===== config.mk =====
export PLATFORM = sky130hd
export DESIGN_NAME = multicycle_control
export DESIGN_NICKNAME = d
export VERILOG_FILES = /design/src/rtl/mips_ctrl_pkg.sv /design/src/rtl/multicycle_outdec.sv /design/src/rtl/multicycle_control.sv
export SDC_FILE = /design/constraint.sdc
export NUM_CORES = 1
export LEC_CHECK = 0
export BUFFER_PORTS_ARGS = -buffer_cell sky130_fd_sc_hd__buf_2
export CAP_MARGIN = 10
export CORE_MARGIN = 3
export CORE_UTILIZATION = 51
export CTS_CLUSTER_DIAMETER = 50
export DETAILED_ROUTE_END_ITERATION = 8
export PLACE_DENSITY = 0.82
export SLEW_MARGIN = 10
export SYNTH_ARGS = -nofsm -noshare
export SYNTH_HDL_FRONTEND = slang
export SYNTH_SLANG_ARGS = --single-unit

===== constraint.sdc =====
create_clock -name clk -period 4.1 [get_ports clk]
set_input_delay 0.82 -clock clk [delete_from_list [all_inputs] [get_ports clk]]
set_output_delay 0.82 -clock clk [all_outputs]
set_load 0.01 [all_outputs]

===== src/rtl/mips_ctrl_pkg.sv =====
// Shared encodings for the multi-cycle MIPS control FSM and its ALU function decoder.
// Holds opcodes, state codes, mux-select/ALU-op encodings and the packed control word.
package mips_ctrl_pkg;

  localparam logic [5:0] OP_RTYPE = 6'b000000;
  localparam logic [5:0] OP_J     = 6'b000010;
  localparam logic [5:0] OP_BEQ   = 6'b000100;
  localparam logic [5:0] OP_ADDI  = 6'b001000;
  localparam logic [5:0] OP_SLTI  = 6'b001010;
  localparam logic [5:0] OP_ANDI  = 6'b001100;
  localparam logic [5:0] OP_ORI   = 6'b001101;
  localparam logic [5:0] OP_XORI  = 6'b001110;
  localparam logic [5:0] OP_LW    = 6'b100011;
  localparam logic [5:0] OP_SW    = 6'b101011;

  typedef enum logic [3:0] {
    S_RESET  = 4'd0,
    S_FETCH  = 4'd1,
    S_DECODE = 4'd2,
    S_MEMADR = 4'd3,
    S_MEMRD  = 4'd4,
    S_MEMWB  = 4'd5,
    S_MEMWR  = 4'd6,
    S_RTEXEC = 4'd7,
    S_ALUWB  = 4'd8,
    S_IEXEC  = 4'd9,
    S_IWB    = 4'd10,
    S_BRANCH = 4'd11,
    S_JUMP   = 4'd12,
    S_TRAP   = 4'd13
  } state_e;

  localparam logic [1:0] SRCB_RT     = 2'b00;
  localparam logic [1:0] SRCB_FOUR   = 2'b01;
  localparam logic [1:0] SRCB_IMM    = 2'b10;
  localparam logic [1:0] SRCB_IMMSH2 = 2'b11;

  localparam logic [1:0] ALUOP_ADD   = 2'b00;
  localparam logic [1:0] ALUOP_SUB   = 2'b01;
  localparam logic [1:0] ALUOP_FUNCT = 2'b10;
  localparam logic [1:0] ALUOP_IOP   = 2'b11;

  localparam logic [1:0] PCSRC_ALU    = 2'b00;
  localparam logic [1:0] PCSRC_ALUOUT = 2'b01;
  localparam logic [1:0] PCSRC_JUMP   = 2'b10;

  typedef struct packed {
    logic       pcwrite;
    logic       branch;
    logic [1:0] pcsrc;
    logic       iord;
    logic       memread;
    logic       memwrite;
    logic       irwrite;
    logic       regdst;
    logic       memtoreg;
    logic       regwrite;
    logic       alusrca;
    logic [1:0] alusrcb;
    logic [1:0] aluop;
    logic       sextend;
    logic       illegal;
    logic       instr_done;
  } ctrl_t;

  // ADDI/SLTI treat the immediate as signed; the logical immediates zero-extend it.
  function automatic logic imm_signed(input logic [5:0] op);
    return (op == OP_ADDI) || (op == OP_SLTI);
  endfunction

endpackage


===== src/rtl/multicycle_outdec.sv =====
// Moore output decoder for the multi-cycle control FSM: state + latched opcode -> control word.
// Only the FETCH PC/IR loads and the MEMWR completion pulse look at the memory ready strobe.
module multicycle_outdec
  import mips_ctrl_pkg::*;
#(
  parameter int STATE_W = 4
) (
  input  logic [STATE_W-1:0] state,
  input  logic [5:0]         op_q,
  input  logic               rdy,
  output ctrl_t              ctrl
);

  logic   in_range;
  state_e st;

  assign in_range = ((state >> 4) == '0);

  always_comb begin
    ctrl = '0;
    st   = state_e'(state[3:0]);
    if (in_range) begin
      case (st)
        S_FETCH: begin
          ctrl.memread = 1'b1;
          ctrl.alusrcb = SRCB_FOUR;
          ctrl.aluop   = ALUOP_ADD;
          ctrl.pcwrite = rdy;
          ctrl.irwrite = rdy;
        end
        S_DECODE: begin
          ctrl.alusrcb = SRCB_IMMSH2;
          ctrl.sextend = 1'b1;
          ctrl.aluop   = ALUOP_ADD;
        end
        S_MEMADR: begin
          ctrl.alusrca = 1'b1;
          ctrl.alusrcb = SRCB_IMM;
          ctrl.sextend = 1'b1;
        end
        S_MEMRD: begin
          ctrl.iord    = 1'b1;
          ctrl.memread = 1'b1;
        end
        S_MEMWB: begin
          ctrl.memtoreg   = 1'b1;
          ctrl.regwrite   = 1'b1;
          ctrl.instr_done = 1'b1;
        end
        S_MEMWR: begin
          ctrl.iord       = 1'b1;
          ctrl.memwrite   = 1'b1;
          ctrl.instr_done = rdy;
        end
        S_RTEXEC: begin
          ctrl.alusrca = 1'b1;
          ctrl.alusrcb = SRCB_RT;
          ctrl.aluop   = ALUOP_FUNCT;
        end
        S_ALUWB: begin
          ctrl.regdst     = 1'b1;
          ctrl.regwrite   = 1'b1;
          ctrl.instr_done = 1'b1;
        end
        S_IEXEC: begin
          ctrl.alusrca = 1'b1;
          ctrl.alusrcb = SRCB_IMM;
          ctrl.aluop   = ALUOP_IOP;
          ctrl.sextend = imm_signed(op_q);
        end
        S_IWB: begin
          ctrl.regwrite   = 1'b1;
          ctrl.instr_done = 1'b1;
          ctrl.sextend    = imm_signed(op_q);
        end
        S_BRANCH: begin
          ctrl.alusrca    = 1'b1;
          ctrl.alusrcb    = SRCB_RT;
          ctrl.aluop      = ALUOP_SUB;
          ctrl.branch     = 1'b1;
          ctrl.pcsrc      = PCSRC_ALUOUT;
          ctrl.instr_done = 1'b1;
        end
        S_JUMP: begin
          ctrl.pcwrite    = 1'b1;
          ctrl.pcsrc      = PCSRC_JUMP;
          ctrl.instr_done = 1'b1;
        end
        S_TRAP: begin
          ctrl.illegal    = 1'b1;
          ctrl.instr_done = 1'b1;
        end
        default: ctrl = '0;
      endcase
    end
  end

endmodule


===== src/rtl/multicycle_control.sv =====
// Main control FSM for the multi-cycle MIPS datapath: state register, opcode latch and
// next-state logic; all datapath controls come from multicycle_outdec.
module multicycle_control
  import mips_ctrl_pkg::*;
#(
  parameter bit MEM_HANDSHAKE = 1'b1,
  parameter int STATE_W       = 4
) (
  input  logic       clk,
  input  logic       rst_n,
  input  logic [5:0] op,
  input  logic       mem_ready,
  output logic       pcwrite,
  output logic       branch,
  output logic [1:0] pcsrc,
  output logic       iord,
  output logic       memread,
  output logic       memwrite,
  output logic       irwrite,
  output logic       regdst,
  output logic       memtoreg,
  output logic       regwrite,
  output logic       alusrca,
  output logic [1:0] alusrcb,
  output logic [1:0] aluop,
  output logic       sextend,
  output logic       illegal,
  output logic       instr_done
);

  logic [STATE_W-1:0] state_q, state_d;
  logic [5:0]         op_q;
  logic               rdy;
  logic               in_range;
  state_e             st;
  ctrl_t              ctrl;

  assign rdy      = MEM_HANDSHAKE ? mem_ready : 1'b1;
  assign in_range = ((state_q >> 4) == '0);

  always_ff @(posedge clk or negedge rst_n) begin
    if (!rst_n) begin
      state_q <= STATE_W'(S_RESET);
      op_q    <= '0;
    end else begin
      state_q <= state_d;
      if (in_range && (state_q[3:0] == S_DECODE))
        op_q <= op;
    end
  end

  // Unused or out-of-range encodings fall back to FETCH.
  always_comb begin
    state_d = STATE_W'(S_FETCH);
    st      = state_e'(state_q[3:0]);
    if (in_range) begin
      case (st)
        S_FETCH: state_d = rdy ? STATE_W'(S_DECODE) : STATE_W'(S_FETCH);
        S_DECODE: begin
          case (op)
            OP_RTYPE:                                  state_d = STATE_W'(S_RTEXEC);
            OP_LW, OP_SW:                              state_d = STATE_W'(S_MEMADR);
            OP_BEQ:                                    state_d = STATE_W'(S_BRANCH);
            OP_J:                                      state_d = STATE_W'(S_JUMP);
            OP_ADDI, OP_SLTI, OP_ANDI, OP_ORI, OP_XORI: state_d = STATE_W'(S_IEXEC);
            default:                                   state_d = STATE_W'(S_TRAP);
          endcase
        end
        S_MEMADR: state_d = (op_q == OP_LW) ? STATE_W'(S_MEMRD) : STATE_W'(S_MEMWR);
        S_MEMRD:  state_d = rdy ? STATE_W'(S_MEMWB) : STATE_W'(S_MEMRD);
        S_MEMWR:  state_d = rdy ? STATE_W'(S_FETCH) : STATE_W'(S_MEMWR);
        S_RTEXEC: state_d = STATE_W'(S_ALUWB);
        S_IEXEC:  state_d = STATE_W'(S_IWB);
        default:  state_d = STATE_W'(S_FETCH);
      endcase
    end
  end

  multicycle_outdec #(
    .STATE_W (STATE_W)
  ) u_outdec (
    .state (state_q),
    .op_q  (op_q),
    .rdy   (rdy),
    .ctrl  (ctrl)
  );

  assign pcwrite    = ctrl.pcwrite;
  assign branch     = ctrl.branch;
  assign pcsrc      = ctrl.pcsrc;
  assign iord       = ctrl.iord;
  assign memread    = ctrl.memread;
  assign memwrite   = ctrl.memwrite;
  assign irwrite    = ctrl.irwrite;
  assign regdst     = ctrl.regdst;
  assign memtoreg   = ctrl.memtoreg;
  assign regwrite   = ctrl.regwrite;
  assign alusrca    = ctrl.alusrca;
  assign alusrcb    = ctrl.alusrcb;
  assign aluop      = ctrl.aluop;
  assign sextend    = ctrl.sextend;
  assign illegal    = ctrl.illegal;
  assign instr_done = ctrl.instr_done;

endmodule


# After elaboration in Yosys (flattened, before gate mapping)
# Index checks and enable logic that the tools add are counted.
# op_classes
n_addsub	0
mul	0
div_mod_pow	0
n_lt_le_gt_ge	0
eq_ne	25
shifts	0
mux	22
n_bitwise	0
n_reduce_logical	12
# op_table
cell	count
6-bit by 4-bit == test with 1-bit output, second input constant	7
4-bit case mux with 7 select lines	1
4-bit == test, second input constant	6
4-bit case mux with 5 select lines	1
6-bit == test, second input constant	3
4-bit by 3-bit == test with 1-bit output, second input constant	4
2-bit case mux with 3 select lines	2
2-bit OR reduction	6
1-bit two-way mux	11
4-bit by 2-bit == test with 1-bit output, second input constant	2
6-bit by 2-bit == test with 1-bit output, second input constant	1
6-bit by 3-bit == test with 1-bit output, second input constant	1
6-bit zero test	1
1-bit case mux with 2 select lines	3
6-bit OR reduction	1
5-bit OR reduction	1
4-bit by 1-bit == test with 1-bit output, second input constant	1
2-bit two-way mux	2
2-bit case mux with 2 select lines	1
4-bit OR reduction	1
3-bit two-way mux	1
3-bit OR reduction	1
1-bit logical OR	1
# totals
register_bits	10
latch_bits	0
ram_bits	0
rom_bits	0
input_bits	9
mem_count	0

# Depth between registers and ports, before layout
# Gate-level depths: netlist of the first run.
# logic_depth
word_depth	4
ltp_mapped	6
depth_no_buf	4

# By module
# A second synthesis of the first run with hierarchy kept.
# hier_totals
cells_unflattened	97
area_unflattened_um2	843.3
# modules_own_cells
module	instances	cells_per_inst	area_each_um2	seq_area_each_um2
multicycle_control	1	55	553.0	250.2
multicycle_outdec	1	42	290.3	0.0

# Worst setup path before layout of the first run
# No wires, ideal clock.
# synth_path
kind	reg2out
start	register op_q[2]
end	output port sextend
arrival_time_ps	1322
required_time_ps	3280
path_slack_ps	1958
stages_incl_launch_ff	4
n_path_buf	0
cell_sequence	dfrtp_1 -> or4b_1 -> a211o_1 -> a21oi_1
# synth_via
elab_chain_cells	3
# synth_lines
item	line_no	source
start, declared	multicycle_control.sv:32	logic [5:0] op_q;
start signal, assigned	multicycle_control.sv:48	op_q <= op;
6-bit by 4-bit == test with 1-bit output	mips_ctrl_pkg.sv:68	return (op == OP_ADDI) || (op == OP_SLTI);
1-bit logical OR (*)	mips_ctrl_pkg.sv:68	
1-bit case mux with 2 select lines (*)	multicycle_outdec.sv:23	case (st)
end, declared	multicycle_control.sv:26	output logic sextend,
# Mark *: on every way between the ends. The rest lies on a longest branch, timed or not.

# Worst setup path after layout of the first run
# layout_path
start	register state_q[0] (netlist: st[0])
end	output port sextend
# layout_via
elab_chain_cells	3
# layout_lines
item	line_no	source
start, declared	multicycle_control.sv:31	logic [STATE_W-1:0] state_q, state_d;
start signal, assigned	multicycle_control.sv:43	state_q <= STATE_W'(S_RESET);
start signal, assigned	multicycle_control.sv:46	state_q <= state_d;
4-bit == test or 4-bit by 2-bit == test with 1-bit output (tied branches)	multicycle_outdec.sv:23	
2-bit OR reduction (no line)	--	
1-bit case mux with 2 select lines (*)	multicycle_outdec.sv:23	
# Marks and branches as above.

==> summary.md, run 1 <==
| Metric | Value |
|---|---|
| ANT cells | 0 |
| RSZ-0062 raised after global routing | no |
| CTS tree | built |
| CP Capture Type | output port |
| Synth Register Bits | 10 |
| RD Place Congestion | around 0.89 |
| Leakage | between 0.4 and 0.5 nW |
| Critical path's largest stage delay | 660 ps |
| DIE AREA | 2010 um2 |
| Setup Skew | between 1.5 and 2 ps |
| Avg Inst Size Synth | about 7.5 um2 |
| Final Hold Viols | 0 |
| DRC viols | 0 |
| Layout fillers | 115 |
| Worst-skew pair later-pin latency | around 260 ps |
| Post-layout min period | 2720 ps |
| Die Ht | roughly 45 um |
| # clock sinks | 10 |
| DP HPWL | ~1400 um |
| Critical Path AT | 1900 ps |
| Remaining antenna violation count | 0 |
| Cell area power density | a little over 700 nW/um2 |
| Slowest CP cell | dfrtp_1 |
| Initial antenna violation count | 0 |
| Yosys top cell area share | 0.326 |
| # IOs | 28 |
| CP cell instances | nand2_1 > or2_2 > a211o_1 > a21oi_1 > buf_2 |
| Core Rows | 13 |
| Max cap viols | 0 |
| Largest cells by area after synthesis | dfrtp_1, nand2_1, nor2_1 |
| Clock root cell | clkbuf_4 |
| Ys flop type | dfrtp_1 |
| WL final | between 1500 and 2000 um |
| First-pass GRT wire length | between 3000 and 4000 um |
| Total GRT Usage | 0.206 |
| Cts bufs inserted | 3 |
| Final core utilization | 0.673 |
| Worst setup SP type | register |
| Count of buffers from port buffering | 27 |
| Actual slew at the worst max-slew pin | 636 ps |
| Cts repair resizes | 0 |
| Share of cells above drive strength 1 | 0.272 |
| Yosys cell types | 34 |
| Core box area | between 1000 and 1500 um2 |
| # Post-CTS Setup Buffers | 0 |
| Nets@finish | between 100 and 150 |
| Maximum vdd drop | 0.303 mV |
| Clock tree buffer depth | 2 |
| Worst setup path startpoint | st[0] |
| Reg2Reg Depth | 3 |
| Run status | finished, final reports clean |
| Reg2reg start | st[0] |
| Highest clock rate | around 370 MHz |
| Initial Util | 0.569 |
| Grt ovf | 0 |
| Max Slew Vio Count | 0 |
| Largest net degree at the start of global routing | 19 |
| Synthesized net count | ~110 |
| Number of global-route vias before repair | roughly 640 |
| Worst-path clk slew | around 70 ps |
| Die Span X | ~45 um |
| Slew headroom | 0.573 |
| H-tree levels | 1 |
| Pre-antenna DRT Iters | 4 |
| Most common cell after layout, fill and taps aside | buf_2 |
| Post-synth top area cell | dfrtp_1 |
| Mapped Cells | 102 |
| Critical path fanouts, max | 18 |
| Setup TNS | 0 ps |
| Area Growth Syn to Fin | 18.2% |
| Seq/Total Area, Yosys | 0.326 |
| Synth async-reset ratio | 1.00 |
| Worst setup path class | register to output port |
| Post-Syn Area | 768 um2 |
| Routed len/inst | roughly 13 um |
| Routed vias/inst | between 5 and 6 |
| HP Class | input pin to asynchronous set/reset pin |
| Via count | approximately 800 |
| Drt first-iter violations | 18 |
| CP required | 3280 ps |
| Yosys Warn Count | 0 |
| EDFF count, synth | 0 |
| Most frequent cells in the layout | buf_2, nand2_1, nor2_1 |
| Final Setup Violations | 0 |
| Fin crit share | 0.664 |
| Hold buffer count at cts | 0 |
-- worst max-delay path: cells and delay by family (launching register included) --
kind | cells | cell delay, ps
AOI/OAI and AO/OA | 2 | 390
buffers and inverters | 1 | 150
DFF | 1 | 660
and+or+nand+nor | 2 | 440
-- cells in the mapped netlist, types with 2 or more instances --
cell type  instances
nor3_1             6
inv_1              2
a211oi_1           3
dfrtp_1           10
buf_6              2
a31oi_1            2
and2_1             2
nand3_1            2
nand2_1           19
nor2_1            12
nand2b_1           6
a21oi_1            7
clkbuf_1           4
nor4b_1            2
o21ai_0            4
-- per-stage QoR --
stage               total power [mW]  worst slack [ps]  std cells  hold slack, ps  instance area, um2
floorplan                      0.462              1960        102             444                 768
global placement               0.545              1730        136             476                 872
detailed placement             0.556              1680        136             482                 872
CTS                            0.647              1380        140             403                 908
global route                   0.699              1240        140             402                 908
finish                         0.643              1380        140             402                 908
-- final timing paths --
path                            to  slack, ps
hold reg to reg            op_q[1]        500
setup reg to reg             st[1]       2420
hold / removal               st[3]        400
setup / recovery           sextend       1380
max in group asynchronous  op_q[2]       3510
min in group clk           op_q[1]        500
-- flip-flops by register name (all words and copies together), names as in the netlist --
name  flops
op_q      6
st        4
-- cells by family (layout without fill, tap and decap cells) --
logic type	after synthesis	in the layout	synth area share
simple gates	56	56	0.363
compound gates	23	23	0.199
flops	10	10	0.326
buf+inv	10	33	0.0749
fa+ha+maj	1	1	0.0130
xor+xnor	1	1	0.0114
mux	1	1	0.0130
-- routing by layer --
metal  share of wire  vias to the layer above  global-route usage  wire length, um
li1                -                      398                   -                -
met1            0.47                      358               0.309              887
met2            0.47                       22               0.298              892
met3           0.056                        0              0.0598              105
met4               0                        0              0.0351                0
met5               0                        -                   0                0
-- layout make-up --
| class | instances | area, um2 | area share |
|---|---|---|---|
| Inverter | 2 | 7.51 | 0.00826 |
| Multi-Input combinational cell | 82 | 460 | 0.507 |
| Sequential cell | 10 | 250 | 0.275 |
| Timing Repair Buffer | 27 | 135 | 0.149 |
| Tap cell | 15 | 18.8 | 0.0207 |
| Clock buffer | 4 | 36.3 | 0.0399 |
-- power by group --
group / total, mW / leakage [nW] / internal [mW] / switching (mW)
Combinational: 0.316 / 0.302 / 0.146 / 0.170
Sequential: 0.239 / 0.122 / 0.144 / 0.0946
Clock: 0.0879 / 0.0210 / 0.0539 / 0.0339
Power figures use the tool's default switching activity.
==> run 2, diff against run 1 <==
--- a/config.mk
+++ b/config.mk
@@ -8,10 +8,10 @@
 export BUFFER_PORTS_ARGS = -buffer_cell sky130_fd_sc_hd__buf_2
 export CAP_MARGIN = 10
 export CORE_MARGIN = 3
-export CORE_UTILIZATION = 51
+export CORE_UTILIZATION = 43
 export CTS_CLUSTER_DIAMETER = 50
 export DETAILED_ROUTE_END_ITERATION = 8
-export PLACE_DENSITY = 0.82
+export PLACE_DENSITY = 0.74
 export SLEW_MARGIN = 10
 export SYNTH_ARGS = -nofsm -noshare
 export SYNTH_HDL_FRONTEND = slang
==> constraint.sdc (replaced) <==
create_clock -name clk -period 2.25 [get_ports clk]
set_input_delay 0.45 -clock clk [delete_from_list [all_inputs] [get_ports clk]]
set_output_delay 0.45 -clock clk [all_outputs]
set_load 0.01 [all_outputs]
==> run 2 against run 1 <==
  * Combinational power is 120% higher
  * Critical endpoint unchanged
  * Die area is 16% higher
  * Non-clock buffer count is 4 higher
  * Via count is 7.1% higher
==> summary.md, run 2 (synthesis results as in run 1) <==
| Metric | Value |
|---|---|
| Run status | finished, final reports clean |
| Hold buffer count at cts | 0 (unchanged) |
| Overall Power | 1.19 mW (+85%) |
| Final Setup Violations | 0 (unchanged) |
| Buf/Inv on CP | 1 (unchanged) |
| Cts bufs inserted | 3 (unchanged) |
| Count of buffers from port buffering | 27 (unchanged) |
| Final core utilization | 0.587 (-0.0857) |
| Clock tree buffer depth | 2 (unchanged) |
| Max cap viols | 0 (unchanged) |
| Die Ht | 48.3 um (+7.7%) |
| Slowest CP cell | or4b_1 |
| Biggest register | op_q |
| Hold WS | 42.6 ps (-359 ps) |
| Share of cells above drive strength 1 | 0.289 (+0.0171) |
| Fin crit share | 0.948 |
| Max reg flops | 6 (unchanged) |
| Area Growth Syn to Fin | 21.8% |
| Worst-skew pair later-pin latency | 260 ps (about the same) |
| Via count | 833 (+7.1%) |
| Number of cells on the critical path | 4 (-1) |
| CP cell instances | or4b_1 > a211o_1 > a21oi_1 > buf_2 |
| Layout fillers | 162 (+41%) |
| RSZ-0062 raised after global routing | no |
| HP Class | input pin to asynchronous set/reset pin |
| DRC viols | 0 (unchanged) |
| # IOs | 28 (unchanged) |
| Remaining antenna violation count | 0 (unchanged) |
| Non-filler cells, final | 152 (+8.6%) |
| Pre-antenna DRT Iters | 4 (unchanged) |
| CP Capture Type | output port |
| Cts repair resizes | 0 (unchanged) |
| Die Span X | 48.3 um (+7.7%) |
| ANT cells | 0 (unchanged) |
| Core box area | 1590 um2 (+18%) |
| CTS tree | built |
| RD Place Congestion | 0.781 (-12%) |
| Multi-input gate area | 460 um2 (unchanged) |
| Slew headroom | 0.645 (+0.0725) |
| Final worst slack | 117 ps (-1260 ps) |
| CP required | 1800 ps (-1480 ps) |
| Leakage | 0.458 nW (+2.9%) |
| Worst setup SP type | register |
| Highest clock rate | approximately 470 MHz |
| Worst setup path class | register to output port |
| Most common cell after layout, fill and taps aside | buf_2 |
| Maximum vdd drop | 0.627 mV (+110%) |
| Critical path's largest stage delay | 520 ps (-140 ps) |
| Number of global-route vias before repair | 687 (+7.0%) |
| Clock root cell | clkbuf_4 |
| Cell area power density | 1270 nW/um2 (+79%) |
| Nets@finish | 139 (+3.0%) |
| # clock sinks | 10 (unchanged) |
| Final Cell Area | 936 um2 (+3.0%) |
| Reg2Reg Depth | 4 (+1) |
| Grt ovf | 0 (unchanged) |
| Initial Util | 0.482 (-0.0871) |
| # Post-CTS Setup Buffers | 0 (unchanged) |
| Worst-path clk slew | 70 ps (about the same) |
| Routed vias/inst | 5.48 (-1.4%) |
| Drt first-iter violations | 14 (-4) |
| DP Area | 913 um2 (+4.7%) |
| Largest net degree at the start of global routing | 17 (-2) |
| Core Rows | 14 (+1) |
| Routed len/inst | 13.2 um (-1.7%) |
| Final Hold Viols | 0 (unchanged) |
| DIE AREA | 2330 um2 (+16%) |
| Total GRT Usage | 0.188 (-0.0187) |
| Critical path fanouts, max | 3 (-15) |
| Critical Path AT | 1680 ps (-220 ps) |
| Max Slew Vio Count | 0 (unchanged) |
| WL final | 2010 um (+6.7%) |
| Actual slew at the worst max-slew pin | 528 ps (-108 ps) |
| Cell family with most CP delay | simple AND/OR/NAND/NOR gates |
| Initial antenna violation count | 0 (unchanged) |
| H-tree levels | 1 (unchanged) |
| DP HPWL | 1560 um (+11%) |
| Post-Place Setup Slack | 401 ps (-1280 ps) |
| Cells after DPL | 149 (+9.6%) |
| Setup Skew | 6.36 ps (+4.59 ps) |
| Post-layout min period | 2130 ps |
| First-pass GRT wire length | 3070 um (+1.1%) |
| Most frequent cells in the layout | buf_2, nand2_1, nor2_1 |
| Register area | 250 um2 (unchanged) |
| Setup TNS | 0 ps (unchanged) |
run 2: cell count changes in the layout (fill, tap and decap cells not counted), sizes merged:
cell    previous run  this run
buf               27        31
clkbuf             4         3
run 2: area by class of cell:
cell class | count | share of cell area
inverter | 2 | 0.00802
clock buffer | 3 | 0.0241
multi-input combinational | 82 | 0.492
tap | 24 | 0.0321
sequential | 10 | 0.267
timing repair buffer | 31 | 0.176
run 2: path summary, 6_finish.rpt:
check | end | slack, ps | startpoint
setup / recovery | sextend | 120 | op_q[2]
hold / removal | st[3] | 40 | rst_n
setup reg to reg | st[1] | 590 | st[1]
hold reg to reg | op_q[1] | 490 | op_q[1]
max in group asynchronous | op_q[0] | 2010 | rst_n
min in group clk | op_q[0] | 440 | op[0]
run 2: where the power goes:
group / internal [mW] / total [mW] / switching (mW) / leakage, nW
combinational: 0.302 / 0.702 / 0.400 / 0.322
sequential: 0.265 / 0.365 / 0.0999 / 0.122
clock: 0.0616 / 0.120 / 0.0584 / 0.0138
run 2: worst reg2reg max path, delay by kind of cell, from the launching register on:
family | cells | cell delay, ps
AO/OA/AOI/OAI | 1 | 290
flip-flops | 1 | 530
buffers and inverters | 1 | 230
AND/OR/NAND/NOR | 2 | 540
run 2: layer usage:
metal / vias up / track usage / part of all wire / wire [um]
li1: 413 / - / - / -
met1: 391 / 0.252 / 0.45 / 895
met2: 27 / 0.310 / 0.49 / 985
met3: 2 / 0.0332 / 0.062 / 124
met4: 0 / 0.0484 / 0.0025 / 5
met5: - / 0 / 0 / 0
==> run 3, diff against run 2 <==
--- a/config.mk
+++ b/config.mk
@@ -8,10 +8,10 @@
 export BUFFER_PORTS_ARGS = -buffer_cell sky130_fd_sc_hd__buf_2
 export CAP_MARGIN = 10
 export CORE_MARGIN = 3
-export CORE_UTILIZATION = 43
+export CORE_UTILIZATION = 48
 export CTS_CLUSTER_DIAMETER = 50
 export DETAILED_ROUTE_END_ITERATION = 8
-export PLACE_DENSITY = 0.74
+export PLACE_DENSITY = 0.78
 export SLEW_MARGIN = 10
 export SYNTH_ARGS = -nofsm -noshare
 export SYNTH_HDL_FRONTEND = slang
==> constraint.sdc (replaced) <==
create_clock -name clk -period 2.1 [get_ports clk]
set_input_delay 0.42 -clock clk [delete_from_list [all_inputs] [get_ports clk]]
set_output_delay 0.42 -clock clk [all_outputs]
set_load 0.01 [all_outputs]
==> run 3 against run 2 <==
  * Critical path depth is the same
  * Worst setup slack worse by 100 ps
  * Die area fell by 9.2%
  * Power increased by 10%
  * Core utilization is 8.9 points higher
  * Routed wire length down 4.2%
  * Non-clock buffer count rose by 2
  * Critical path type unchanged
  * Critical endpoint unchanged
  * Highest routed layer unchanged
==> summary.md, run 3 (synthesis results as in run 1) <==
| Metric | Value |
|---|---|
| Maximum vdd drop | 0.572 mV (-8.7%) |
| HP Class | input pin to asynchronous set/reset pin |
| Routed vias/inst | 5.77 (+5.2%) |
| Largest net degree at the start of global routing | 12 (-5) |
| Critical path fanouts, max | 2 (-1) |
| Max cap viols | 0 (unchanged) |
| Worst setup path startpoint | op_q[2] |
| CP required | 1680 ps (-120 ps) |
| ANT cells | 0 (unchanged) |
| Nets@finish | 141 (+1.4%) |
| Cell area power density | 1380 nW/um2 (+9.0%) |
| First-pass GRT wire length | 3040 um (-0.91%) |
| Number of global-route vias before repair | 687 (unchanged) |
| DP Area | 902 um2 (-1.2%) |
| DIE AREA | 2120 um2 (-9.2%) |
| Grt ovf | 0 (unchanged) |
| Post-layout min period | roughly 2100 ps |
| Via count | 836 (+0.36%) |
| DP HPWL | 1520 um (-2.3%) |
| Final Hold Viols | 0 (unchanged) |
| H-tree levels | 1 (unchanged) |
| Max Slew Vio Count | 0 (unchanged) |
| Actual slew at the worst max-slew pin | 485 ps (-42.3 ps) |
| Drt first-iter violations | 27 (+13) |
| Core box area | 1400 um2 (-12%) |
| Biggest register | op_q |
| Highest clock rate | ~480 MHz |
| RSZ-0062 raised after global routing | yes |
| Routed len/inst | 13.3 um (+0.45%) |
| Hold WS | 7.03 ps (-35.6 ps) |
| Most frequent cells in the layout | buf_2, nand2_1, nor2_1 |
| Run status | finished, final reports clean |
| Die Ht | 46.0 um (-4.7%) |
| Fin crit share | 0.994 |
| Final Setup Violations | 0 (unchanged) |
| Clock tree buffer depth | 2 (unchanged) |
| Cts bufs inserted | 3 (unchanged) |
| Initial Util | 0.549 (+0.0672) |
| Area Growth Syn to Fin | 23.1% |
| DRC viols | 0 (unchanged) |
| WL final | 1930 um (-4.2%) |
| Worst setup SP type | register |
| Slew headroom | 0.674 (+0.0284) |
| Critical Path AT | 1670 ps (about the same) |
| Die Span X | 46.0 um (-4.7%) |
| Worst-skew pair later-pin latency | 260 ps (about the same) |
| Max reg flops | 6 (unchanged) |
| Hold buffer count at cts | 0 (unchanged) |
| Core Rows | 13 (-1) |
| Clock root cell | clkbuf_4 |
| Count of buffers from port buffering | 27 (unchanged) |
| Most common cell after layout, fill and taps aside | buf_2 |
| # clock sinks | 10 (unchanged) |
| Worst setup path class | register to output port |
| Worst-path clk slew | 70 ps (about the same) |
| Share of cells above drive strength 1 | 0.323 (+0.0340) |
| CP Capture Type | output port |
| # IOs | 28 (unchanged) |
| CTS tree | built |
| Remaining antenna violation count | 0 (unchanged) |
| RD Place Congestion | 0.850 (+8.8%) |
| Final Cell Area | 946 um2 (+1.1%) |
| Pre-antenna DRT Iters | 4 (unchanged) |
| Initial antenna violation count | 0 (unchanged) |
| Leakage | 0.466 nW (+1.7%) |
| Reg2reg start | st[2] |
| Total GRT Usage | 0.199 (+0.0113) |
| Setup Skew | 6.41 ps (+0.0458 ps) |
run 3: changes by cell type in the layout (fill, tap and decap cells not counted):
cell     change
buf_4        +2
dfrtp_1      -2
dfrtp_2      +2
a21oi_1      -1
a21oi_2      +1
run 3: final cells by class:
class	instances	area, um2
inverter	2	7.51
fill	124	453
clock buffer	3	22.5
timing repair buffer	33	180
tap	15	18.8
sequential	10	253
multi-input combinational	82	464
run 3: stage by stage:
step | cells | setup TNS (ps) | utilization | setup slack, ps | total power, mW
2_1_floorplan | 102 | 0 | - | 358 | 0.902
3_3_place_gp | 140 | 0 | 0.645 | 300 | 1.12
3_5_place_dp | 140 | 0 | 0.645 | 266 | 1.14
4_1_cts | 144 | 0 | 0.666 | 4.55 | 1.28
5_1_grt | 145 | -69.6 | 0.676 | -69.6 | 1.42
6_report | 145 | 0 | 0.676 | 13.2 | 1.31
run 3: report_power, final:
part	switching (mW)	internal, mW
sequential	0.109	0.288
clock	0.0646	0.0661
combinational	0.432	0.348
total	0.606	0.702
run 3: final timing paths:
path                                 to  slack, ps  cells past startpoint
worst max-delay path            sextend         10                      4
min in group clk                op_q[0]        410                      3
worst min register to register  op_q[1]        490                      2
max in group asynchronous         st[0]       1880                      1
worst max register to register    st[1]        480                      3
worst min-delay path              st[3]          7                      1
run 3: timing repair:
action,in CTS,in global routing
pin swaps,0,1
setup endpoints to repair,1,2
setup buffers,1,1
hold endpoints to repair,0,0
gates resized for setup,0,3
run 3: metal layers:
| layer | vias up | wire length, um | GRT usage |
|---|---|---|---|
| li1 | 416 | - | - |
| met1 | 388 | 886 | 0.295 |
| met2 | 30 | 894 | 0.291 |
| met3 | 2 | 139 | 0.0395 |
| met4 | 0 | 7 | 0.0511 |
| met5 | - | 0 | 0 |
run 3: critical path, stage by stage, from the launching register on:
cell and delay, ps:
dfrtp_1 380, or4b_1 520, a211o_1 250, a21oi_2 110, buf_2 130
